`src/rtl/decoder_seq.sv`:
```
// decoder_seq: registered line decoder with hold, optional auto-scan (DECODER_SCAN_EN) and minterm output
module decoder_seq #(
   parameter int SEL_W = 3,
   parameter int ACTIVE_LOW = 1,
   localparam int OUT_W = 2**SEL_W
) (
   input  logic             clk,
   input  logic             rst,
   input  logic             en,
   input  logic [SEL_W-1:0] sel,
   input  logic             sel_valid,
   output logic             sel_ready,
   input  logic             scan_start,
   input  logic [OUT_W-1:0] minterm_mask,
   output logic [OUT_W-1:0] dout,
   output logic [SEL_W-1:0] idx,
   output logic             f,
   output logic             busy,
   output logic             scan_done
);
`ifdef DECODER_SCAN_EN
   localparam bit SCAN_EN = 1'b1;
`else
   localparam bit SCAN_EN = 1'b0;
`endif
   localparam logic [OUT_W-1:0] NONE = (ACTIVE_LOW != 0) ? '1 : '0;
   typedef enum logic [1:0] {IDLE, HOLD, SCAN} state_t;
   state_t state;
   logic scan_go;
   logic [SEL_W-1:0] nidx;
   function automatic logic [OUT_W-1:0] line(input logic [SEL_W-1:0] i);
      return (ACTIVE_LOW != 0) ? ~(OUT_W'(1) << i) : (OUT_W'(1) << i);
   endfunction
   assign scan_go = SCAN_EN && scan_start && !busy;
   assign sel_ready = en && !busy && !(SCAN_EN && scan_start);
   assign nidx = idx + SEL_W'(1);
   always_ff @(posedge clk) begin
      if (rst || !en) begin
         state <= IDLE;
         dout <= NONE;
         idx <= '0;
         f <= 1'b0;
         busy <= 1'b0;
         scan_done <= 1'b0;
      end else begin
         scan_done <= 1'b0;
         if (state == SCAN) begin
            busy <= !(&idx);
            scan_done <= &idx;
            if (&idx) begin
               state <= IDLE;
               dout <= NONE;
               idx <= '0;
               f <= 1'b0;
            end else begin
               idx <= nidx;
               dout <= line(nidx);
               f <= minterm_mask[nidx];
            end
         end else if (scan_go) begin
            state <= SCAN;
            busy <= 1'b1;
            idx <= '0;
            dout <= line('0);
            f <= minterm_mask[0];
         end else if (sel_valid && sel_ready) begin
            state <= HOLD;
            idx <= sel;
            dout <= line(sel);
            f <= minterm_mask[sel];
         end else begin
            // held line re-evaluates f against the mask seen at this edge
            f <= (state == HOLD) && minterm_mask[idx];
         end
      end
   end
endmodule
```
`config.mk`:
```
export PLATFORM = sky130hd
export DESIGN_NAME = decoder_seq
export DESIGN_NICKNAME = d
export VERILOG_FILES = /design/src/rtl/decoder_seq.sv
export SDC_FILE = /design/constraint.sdc
export NUM_CORES = 1
export LEC_CHECK = 0
export ABC_AREA = 1
export BUFFER_PORTS_ARGS = -buffer_cell sky130_fd_sc_hd__buf_2
export CAP_MARGIN = 40
export CORE_MARGIN = 2
export CORE_UTILIZATION = 35
export CTS_CLUSTER_DIAMETER = 40
export CTS_CLUSTER_SIZE = 14
export DETAILED_ROUTE_END_ITERATION = 7
export GPL_TIMING_DRIVEN = 0
export PLACE_DENSITY = 0.65
export REMOVE_ABC_BUFFERS = 1
export SYNTH_ARGS = -nofsm -noshare
export SYNTH_HDL_FRONTEND = slang
export SYNTH_SLANG_ARGS = --single-unit
```
`constraint.sdc`:
```
create_clock -name clk -period 1.1 [get_ports clk]
set_input_delay 0.22 -clock clk [delete_from_list [all_inputs] [get_ports clk]]
set_output_delay 0.22 -clock clk [all_outputs]
set_load 0.01 [all_outputs]
```
==> results.cfg, run 1 <==
[cts]
clockBufferDepth = 2
clk_transition_reported_paths_ps = 80
post_cts_resized = 0
cts_tree = done
clockRootBuffer = clkbuf_4
post_cts_buffers = 0
cts_made_buffers = 3
cts-htree-levels = 1
cts_sinks = 13
clk_latency_ps = 270
ctsHoldBuffers = 0

[floorplanning]
coreArea_um2 = 1942
start_util_pct = 36.53
rows = 16
die-area_um2 = 2403
die_x_um = 49.02
dieHeight_um = 49.02
io_pins = 31

[layout]
fill_cells = 213
drive_gt1_share_pct = 33.08
area_growth_pct = 23.46
final_nets = 150
multi_input_comb_area_um2 = 361.6
seq_area_um2 = 261.5
n_antenna_cell = 0

[critical_path]
cp_data_required_time_ps = 880
r2r_slack_ps = 140
crit_path_end_kind = output port
crit_type = register to output port
critical_path.cell_chain = buf_2
crit_buf_inv = 1
crit_path_start_kind = register
crit_arrival_ps = 810
path_max_fanout = 4
max_stage_delay_ps = 390
cp_top_family = flip-flops
crit_slowest_cell = dfxtp_1

[synth]
yosysUniqueCellTypes = 22
synthFlopType = dfxtp_1
synthXorXnorAreaFrac_pct = 0
synth_top_family_by_area = simple AND/OR/NAND/NOR gates
synth_edf_count = 0
syn_area_um2 = 709.4
synth_top_area_share_pct = 36.68
synthCells = 105
async_flop_share_pct = 0
ys_seq_area_share_pct = 36.68
yosysWarnings = 0
yosys.area_share.simple_pct = 36.86
synth-seq-cells = 13
synthMuxAreaShare_pct = 0
synth_compound_area_share_pct = 13.05
avgSynthCellArea_um2 = 6.756
synth_top_cell_by_area = dfxtp_1
synth_area_leaders = dfxtp_1 (37%), nand2_1 (23%), nand3_1 (4.2%)
yosys.area_share.adder_pct = 0

[drt]
ant_nets = 0
drtIter0Drc = 17
highest_layer = met4
finalWirelength_mm = 1.530
drc = 0
vias = 732
wl_met2_um = 661
wl_met3_um = 145
wl_met1_um = 702
vias_per_cell = 4.575
dr.pass1.iters = 5
wl_per_cell_um = 9.563

[power]
p_seq_share_pct = 51.5
combPwrFrac_pct = 18.5
p_switching_mw = 0.2656
leakage_nw = 0.4426
p_int_mw = 0.6906
peakVddDrop_mv = 0.7621
total_power_mw = 0.9562
power.density_nw_per_um2 = 1092
sw_frac_of_total_pct = 27.78
p_clk_share_pct = 30.0

[grt]
grt_pass1_wl_mm = 2.553
grt_pass1_vias = 603
antenna_found_initial = 0
grt_use_total_pct = 13.44
grt-ovfl-total = 0
grt_max_degree = 10

[status]
status = finished clean

[sta]
skew_ps = 5.460
finalHoldViolCount = 0
period_needed_ps = 1033
fmax_mhz = 967.6
tns_ps = 0
setup_viol = 0
rsz0062_at_grt = false
period_share_pct = 93.95
drv_slew = 0

[placement]
hpwl_mm = 1.248
port_buffers = 27
place_congestion = 0.7611

[flow_run]
maxCapViolations = 0

[worst_hold_path]
hold_path.class = input pin to register
[sequential cells by signal, summed over array words and instances, names as in the netlist]
signal / flops
f: 1
idx: 3
state: 1
dout: 8
[cell usage after synthesis, types with 3 or more instances]
library cell	n
inv_1	7
nand3_1	6
o211ai_1	3
nor2_1	4
buf_4	3
dfxtp_1	13
o21ai_1	5
a21oi_1	3
inv_2	6
nand2_1	43
[final timing paths]
check,start,to,cells after the start
worst max-delay path,idx[1],idx[1],1
worst min-delay path,rst,dout[5],3
worst max register to register,idx[1],f,6
worst min register to register,state[0],state[0],2
[logic make-up (layout without fill, tap and decap cells)]
group                  Yosys count  in the layout
other                            1              2
AND/OR/NAND/NOR                 58             58
buffers and inverters           18             45
flip-flops                      13             13
AO/OA/AOI/OAI                   15             15
[stage by stage]
step	hold WS, ps	utilization (%)	setup WS, ps	cell area, µm²	cells
6_report	191.2	45.10	66.51	875.8	160
5_1_grt	188.7	45.10	32.51	875.8	160
4_1_cts	185.2	45.04	2.433	874.6	160
3_5_place_dp	449.7	43.69	83.09	848.3	156
3_3_place_gp	443.6	43.69	92.44	848.3	156
2_1_floorplan	333.5	-	137.4	679.4	102
[power groups by stage]
| stage | clock network, mW | registers, mW | logic [mW] |
|---|---|---|---|
| 2_1_floorplan | 0 | 0.508 | 0.0971 |
| 3_3_place_gp | 0 | 0.503 | 0.175 |
| 3_5_place_dp | 0 | 0.503 | 0.178 |
| 4_1_cts | 0.299 | 0.492 | 0.179 |
| 5_1_grt | 0.326 | 0.494 | 0.199 |
| 6_report | 0.287 | 0.492 | 0.177 |
[layer usage]
metal | global-route usage, % | vias to the layer above
li1 | - | 381
met1 | 17.56 | 311
met2 | 21.00 | 37
met3 | 2.454 | 3
met4 | 7.143 | 0
met5 | 0 | -
[placed cells by master, fill, tap and decap left out]
master	count
nor2_4	1
inv_2	6
a21oi_2	1
nand3_1	6
nand2_1	43
o21ai_1	5
nand2_2	1
nor2_2	1
o211ai_1	3
nor2_8	1
dfxtp_1	12
a21oi_1	3
nand2_4	1
buf_2	27
clkbuf_4	3
o22ai_1	1
a22oi_1	1
nor2_1	4
conb_1	2
inv_1	7
dfxtp_2	1
inv_6	1
a211oi_1	1
clkbuf_1	1
[area by class of cell]
type | count | share of cell area (%)
Timing Repair Buffer | 27 | 15.43
Multi-Input combinational cell | 75 | 41.29
Inverter | 14 | 6.571
Clock buffer | 4 | 3.000
Sequential cell | 13 | 29.86
Tap cell | 27 | 3.857
(Power assumes the default switching activity.)
==> run 2: changes to the inputs <==
--- a/config.mk
+++ b/config.mk
@@ -9,12 +9,13 @@
 export BUFFER_PORTS_ARGS = -buffer_cell sky130_fd_sc_hd__buf_2
 export CAP_MARGIN = 40
 export CORE_MARGIN = 2
-export CORE_UTILIZATION = 35
+export CORE_UTILIZATION = 45
 export CTS_CLUSTER_DIAMETER = 40
 export CTS_CLUSTER_SIZE = 14
 export DETAILED_ROUTE_END_ITERATION = 7
 export GPL_TIMING_DRIVEN = 0
-export PLACE_DENSITY = 0.65
+export MAX_ROUTING_LAYER = met4
+export PLACE_DENSITY = 0.79
 export REMOVE_ABC_BUFFERS = 1
 export SYNTH_ARGS = -nofsm -noshare
 export SYNTH_HDL_FRONTEND = slang
==> constraint.sdc (replaced) <==
create_clock -name clk -period 1.3 [get_ports clk]
set_input_delay 0.26 -clock clk [delete_from_list [all_inputs] [get_ports clk]]
set_output_delay 0.26 -clock clk [all_outputs]
set_load 0.01 [all_outputs]
==> run 2 against run 1 <==
  * Via count grew 2.3%
  * Clock-buffer cell count unchanged
  * Sequential share of layout area grew 0.38 points
  * Non-clock buffer count stayed put
  * Worst hold slack better by 43 ps
  * Cell count decreased by 6.9%
  * Wire length grew 0.72%
  * Core utilization rose by 13 points
  * Final area shrank 1.7%
  * Critical endpoint is now idx[0]
  * Largest power group unchanged
  * Highest routed layer unchanged
==> results.cfg, run 2 (synthesis gave the netlist of run 1 again) <==
[status]
status = finished clean

[placement]
hpwl_mm = 1.250
port_buffers = 27
place_congestion = 0.8173

[grt]
grt_pass1_vias = 603
grt_use_total_pct = 17.45
grt-ovfl-total = 0
grt_pass1_wl_mm = 2.470
antenna_found_initial = 0
grt_max_degree = 10

[power]
total_power_mw = 0.8100
combPwrFrac_pct = 18.5
sw_frac_of_total_pct = 27.88
p_switching_mw = 0.2259
leakage_nw = 0.4421
p_int_mw = 0.5842
p_seq_share_pct = 51.4
peakVddDrop_mv = 0.5917
p_clk_share_pct = 30.1
power.density_nw_per_um2 = 941.0

[critical_path]
crit_path_end_kind = output port
crit_type = register to output port
path_max_fanout = 6
crit_slowest_cell = dfxtp_1
crit_path_start_kind = register
cp_top_family = flip-flops
r2r_slack_ps = 300
r2r_start = idx[0]
max_stage_delay_ps = 430
cp_data_required_time_ps = 1040
ff2ff_path_depth = 7
critical_path.cell_chain = buf_2
reg2reg_to = f
crit_buf_inv = 1
crit_arrival_ps = 880

[floorplanning]
dieHeight_um = 43.71
rows = 14
start_util_pct = 47.65
die_x_um = 43.71
coreArea_um2 = 1489
io_pins = 31
die-area_um2 = 1910

[worst_hold_path]
hold_path.class = input pin to register
min_from = rst
holdPathEnd = dout[5]
holdPathStages = 3

[cts]
clk_transition_reported_paths_ps = 80
ctsHoldBuffers = 0
post_cts_resized = 0
cts_sinks = 13
post_cts_buffers = 0
clockBufferDepth = 2
cts-htree-levels = 1
cts_tree = done
cts_made_buffers = 3
clk_latency_ps = 270
clockRootBuffer = clkbuf_4

[layout]
n_antenna_cell = 0
largest_register_ffs = 8
largest-register = dout
top_regs = dout (8), idx (3)
final_common_cell = nand2_1
multi_input_comb_area_um2 = 361.6
seq_area_um2 = 260.3
area_growth_pct = 21.34
fill_cells = 166
final_nets = 150
layout_common_cells = nand2_1 (43), buf_2 (27), dfxtp_1 (13)
drive_gt1_share_pct = 32.33

[sta]
drv_slew = 0
period_share_pct = 87.45
fmax_mhz = 879.6
rsz0062_at_grt = false
hold_slack_ps = 234.6
skew_ps = 4.507
tns_ps = 0
finalHoldViolCount = 0
setup_viol = 0
period_needed_ps = 1137

[drt]
vias_per_cell = 5.027
vias = 749
finalWirelength_mm = 1.541
drc = 0
wl_per_cell_um = 10.34
ant_nets = 0
drtIter0Drc = 16
dr.pass1.iters = 4

[flow_run]
maxCapViolations = 0
[run 2: area by class of cell]
class	instances	share of cell area, %
Sequential cell	13	30.23
Clock buffer	4	3.052
Timing Repair Buffer	27	15.70
Multi-Input combinational cell	75	42.01
Tap cell	16	2.326
Inverter	14	6.686
[run 2: power groups by stage]
stage	sequential [mW]	clock [mW]	combinational [mW]
floorplan	0.430	0	0.0822
global placement	0.425	0	0.147
detailed placement	0.425	0	0.150
CTS	0.416	0.251	0.150
global route	0.418	0.268	0.168
finish	0.416	0.244	0.150
[run 2: worst reg2reg max path: stages (launching register included)]
cell	delay, ps
dfxtp_1	430
inv_2	90
nand2_1	70
nand3_1	60
nand3_1	70
nand2_1	50
nand2_1	70
a21oi_2	50
[run 2: worst max-delay path by stage]
stage / startpoint / endpoint / cells past startpoint
4_1_cts: idx[0] / idx[0] / 1
2_1_floorplan: idx[0] / f / 7
5_1_grt: idx[0] / idx[0] / 1
3_5_place_dp: sel[0] / f / 9
3_3_place_gp: sel[0] / f / 10
6_report: idx[0] / idx[0] / 1
[run 2: per-stage QoR]
step	area, µm²	std cells	worst slack (ps)	utilization [%]
4_1_cts	860.8	149	169.7	57.82
3_3_place_gp	834.6	145	266.8	56.05
6_report	860.8	149	163.2	57.82
3_5_place_dp	834.6	145	247.9	56.05
2_1_floorplan	679.4	102	337.4	-
5_1_grt	860.8	149	113.9	57.82
[run 2: routing by layer]
metal	vias up	global-route usage, %	routed length, µm
li1	383	-	-
met1	329	22.66	688
met2	35	27.06	704
met3	2	2.500	129
met4	0	7.273	19
met5	-	-	0
==> run 3: changes to the inputs <==
--- a/config.mk
+++ b/config.mk
@@ -8,14 +8,16 @@
 export ABC_AREA = 1
 export BUFFER_PORTS_ARGS = -buffer_cell sky130_fd_sc_hd__buf_2
 export CAP_MARGIN = 40
+export CELL_PAD_IN_SITES_DETAIL_PLACEMENT = 1
+export CELL_PAD_IN_SITES_GLOBAL_PLACEMENT = 1
 export CORE_MARGIN = 2
-export CORE_UTILIZATION = 45
+export CORE_UTILIZATION = 32
 export CTS_CLUSTER_DIAMETER = 40
 export CTS_CLUSTER_SIZE = 14
 export DETAILED_ROUTE_END_ITERATION = 7
 export GPL_TIMING_DRIVEN = 0
 export MAX_ROUTING_LAYER = met4
-export PLACE_DENSITY = 0.79
+export PLACE_DENSITY = 0.83
 export REMOVE_ABC_BUFFERS = 1
 export SYNTH_ARGS = -nofsm -noshare
 export SYNTH_HDL_FRONTEND = slang
==> run 3 against run 2 <==
  * Final area is 1.7% higher
  * Register-to-register slack worse by 50 ps
  * Cell count is 8.1% higher
  * Sequential share of layout area shrank 0.52 points
  * Fmax fell by 1.5%
  * Die area grew 37%
  * Worst setup slack got worse by 17 ps
  * Wire length rose by 19%
  * Clock skew hardly changed
  * Non-clock buffer count unchanged
  * Clock power increased by 5%
  * Critical endpoint unchanged
==> results.cfg, run 3 (synthesis gave the netlist of run 1 again) <==
[status]
status = finished clean

[floorplanning]
coreArea_um2 = 2148
die-area_um2 = 2610
start_util_pct = 33.02
io_pins = 31
rows = 17
die_x_um = 51.09
dieHeight_um = 51.09

[flow_run]
maxCapViolations = 0

[cts]
cts_sinks = 13
clk_transition_reported_paths_ps = 80
clockBufferDepth = 2
post_cts_resized = 0
ctsHoldBuffers = 0
clk_latency_ps = 280
post_cts_buffers = 0
cts_tree = done
clockRootBuffer = clkbuf_4
cts-htree-levels = 1
cts_made_buffers = 3

[drt]
wl_per_cell_um = 11.42
finalWirelength_mm = 1.838
drc = 0
dr.pass1.iters = 4
drtIter0Drc = 10
vias = 760
ant_nets = 0
vias_per_cell = 4.720

[critical_path]
crit_path_start_kind = register
r2r_slack_ps = 250
critical_path.cell_chain = buf_2
path_max_fanout = 6
cp_top_family = flip-flops
crit_arrival_ps = 890
cp_data_required_time_ps = 1040
crit_path_end_kind = output port
crit_buf_inv = 1
max_stage_delay_ps = 440
crit_slowest_cell = dfxtp_1
crit_type = register to output port

[placement]
dp_cells = 157
port_buffers = 27
place_area_um2 = 849.6
place_congestion = 0.7683
hpwl_mm = 1.490

[worst_hold_path]
hold_path.class = input pin to register

[grt]
grt_max_degree = 10
use_met2_pct = 29.65
grt-ovfl-total = 0
grt_pass1_wl_mm = 3.277
grt_pass1_vias = 774
grt_use_met1_pct = 19.49
top_usage_layer = met2
grt_use_total_pct = 17.03
antenna_found_initial = 0
grt_use_met3_pct = 2.632

[sta]
tns_ps = 0
fmax_mhz = 866.4
setup_viol = 0
finalHoldViolCount = 0
period_share_pct = 88.78
rsz0062_at_grt = false
period_needed_ps = 1154
drv_slew = 0
skew_ps = 4.553

[power]
power.density_nw_per_um2 = 943.2
peakVddDrop_mv = 0.4916
leakage_nw = 0.4421

[layout]
final_nets = 150
largest_register_ffs = 8
top_regs = dout (8), idx (3)
n_antenna_cell = 0
fin_cells = 161
final_common_cell = nand2_1
drive_gt1_share_pct = 32.33
largest-register = dout
final_area_um2 = 875.8
area_growth_pct = 23.46
layout_common_cells = nand2_1 (43), buf_2 (27), dfxtp_1 (13)
[run 3: cell counts in the layout (fill, tap and decap cells not counted)]
No cell type changed its count.
[run 3: layout make-up]
type | instances | area [µm²]
fillers | 304 | 1272
clock buffers | 4 | 26.28
well taps | 28 | 35.03
repair buffers | 27 | 135.1
flip-flops and latches | 13 | 260.3
inverters | 14 | 57.56
multi-input cells | 75 | 361.6
[run 3: worst paths after layout]
path	from	to	cells past startpoint
worst max register to register	idx[0]	f	7
worst min-delay path	rst	dout[7]	3
worst min register to register	state[0]	state[0]	2
worst max-delay path	idx[0]	idx[0]	1
[run 3: where the power goes]
group | internal (mW) | switching (mW) | total (mW)
sequential | 0.410 | 0.00672 | 0.416
combinational | 0.0556 | 0.0975 | 0.153
clock | 0.119 | 0.138 | 0.257
[run 3: through the flow]
| stage | setup WS (ps) | util (%) | power [mW] | hold slack, ps |
|---|---|---|---|---|
| floorplan | 337.4 | - | 0.5124 | 373.5 |
| global placement | 239.3 | 39.55 | 0.5753 | 441.3 |
| detailed placement | 211.3 | 39.55 | 0.5806 | 450.2 |
| CTS | 148.2 | 40.77 | 0.8347 | 229.1 |
| global route | 77.75 | 40.77 | 0.8797 | 236.8 |
| finish | 145.9 | 40.77 | 0.8261 | 223.5 |
[run 3: tightest hold or removal path, delay by kind of cell]
kind / cells / cell delay, ps
AND/OR/NAND/NOR: 2 / 120
buffers and inverters: 1 / 100
[run 3: per-layer routing]
layer | vias up | part of all wire (%)
li1 | 379 | -
met1 | 346 | 43
met2 | 30 | 47
met3 | 5 | 7.7
met4 | 0 | 1.8
met5 | - | 0
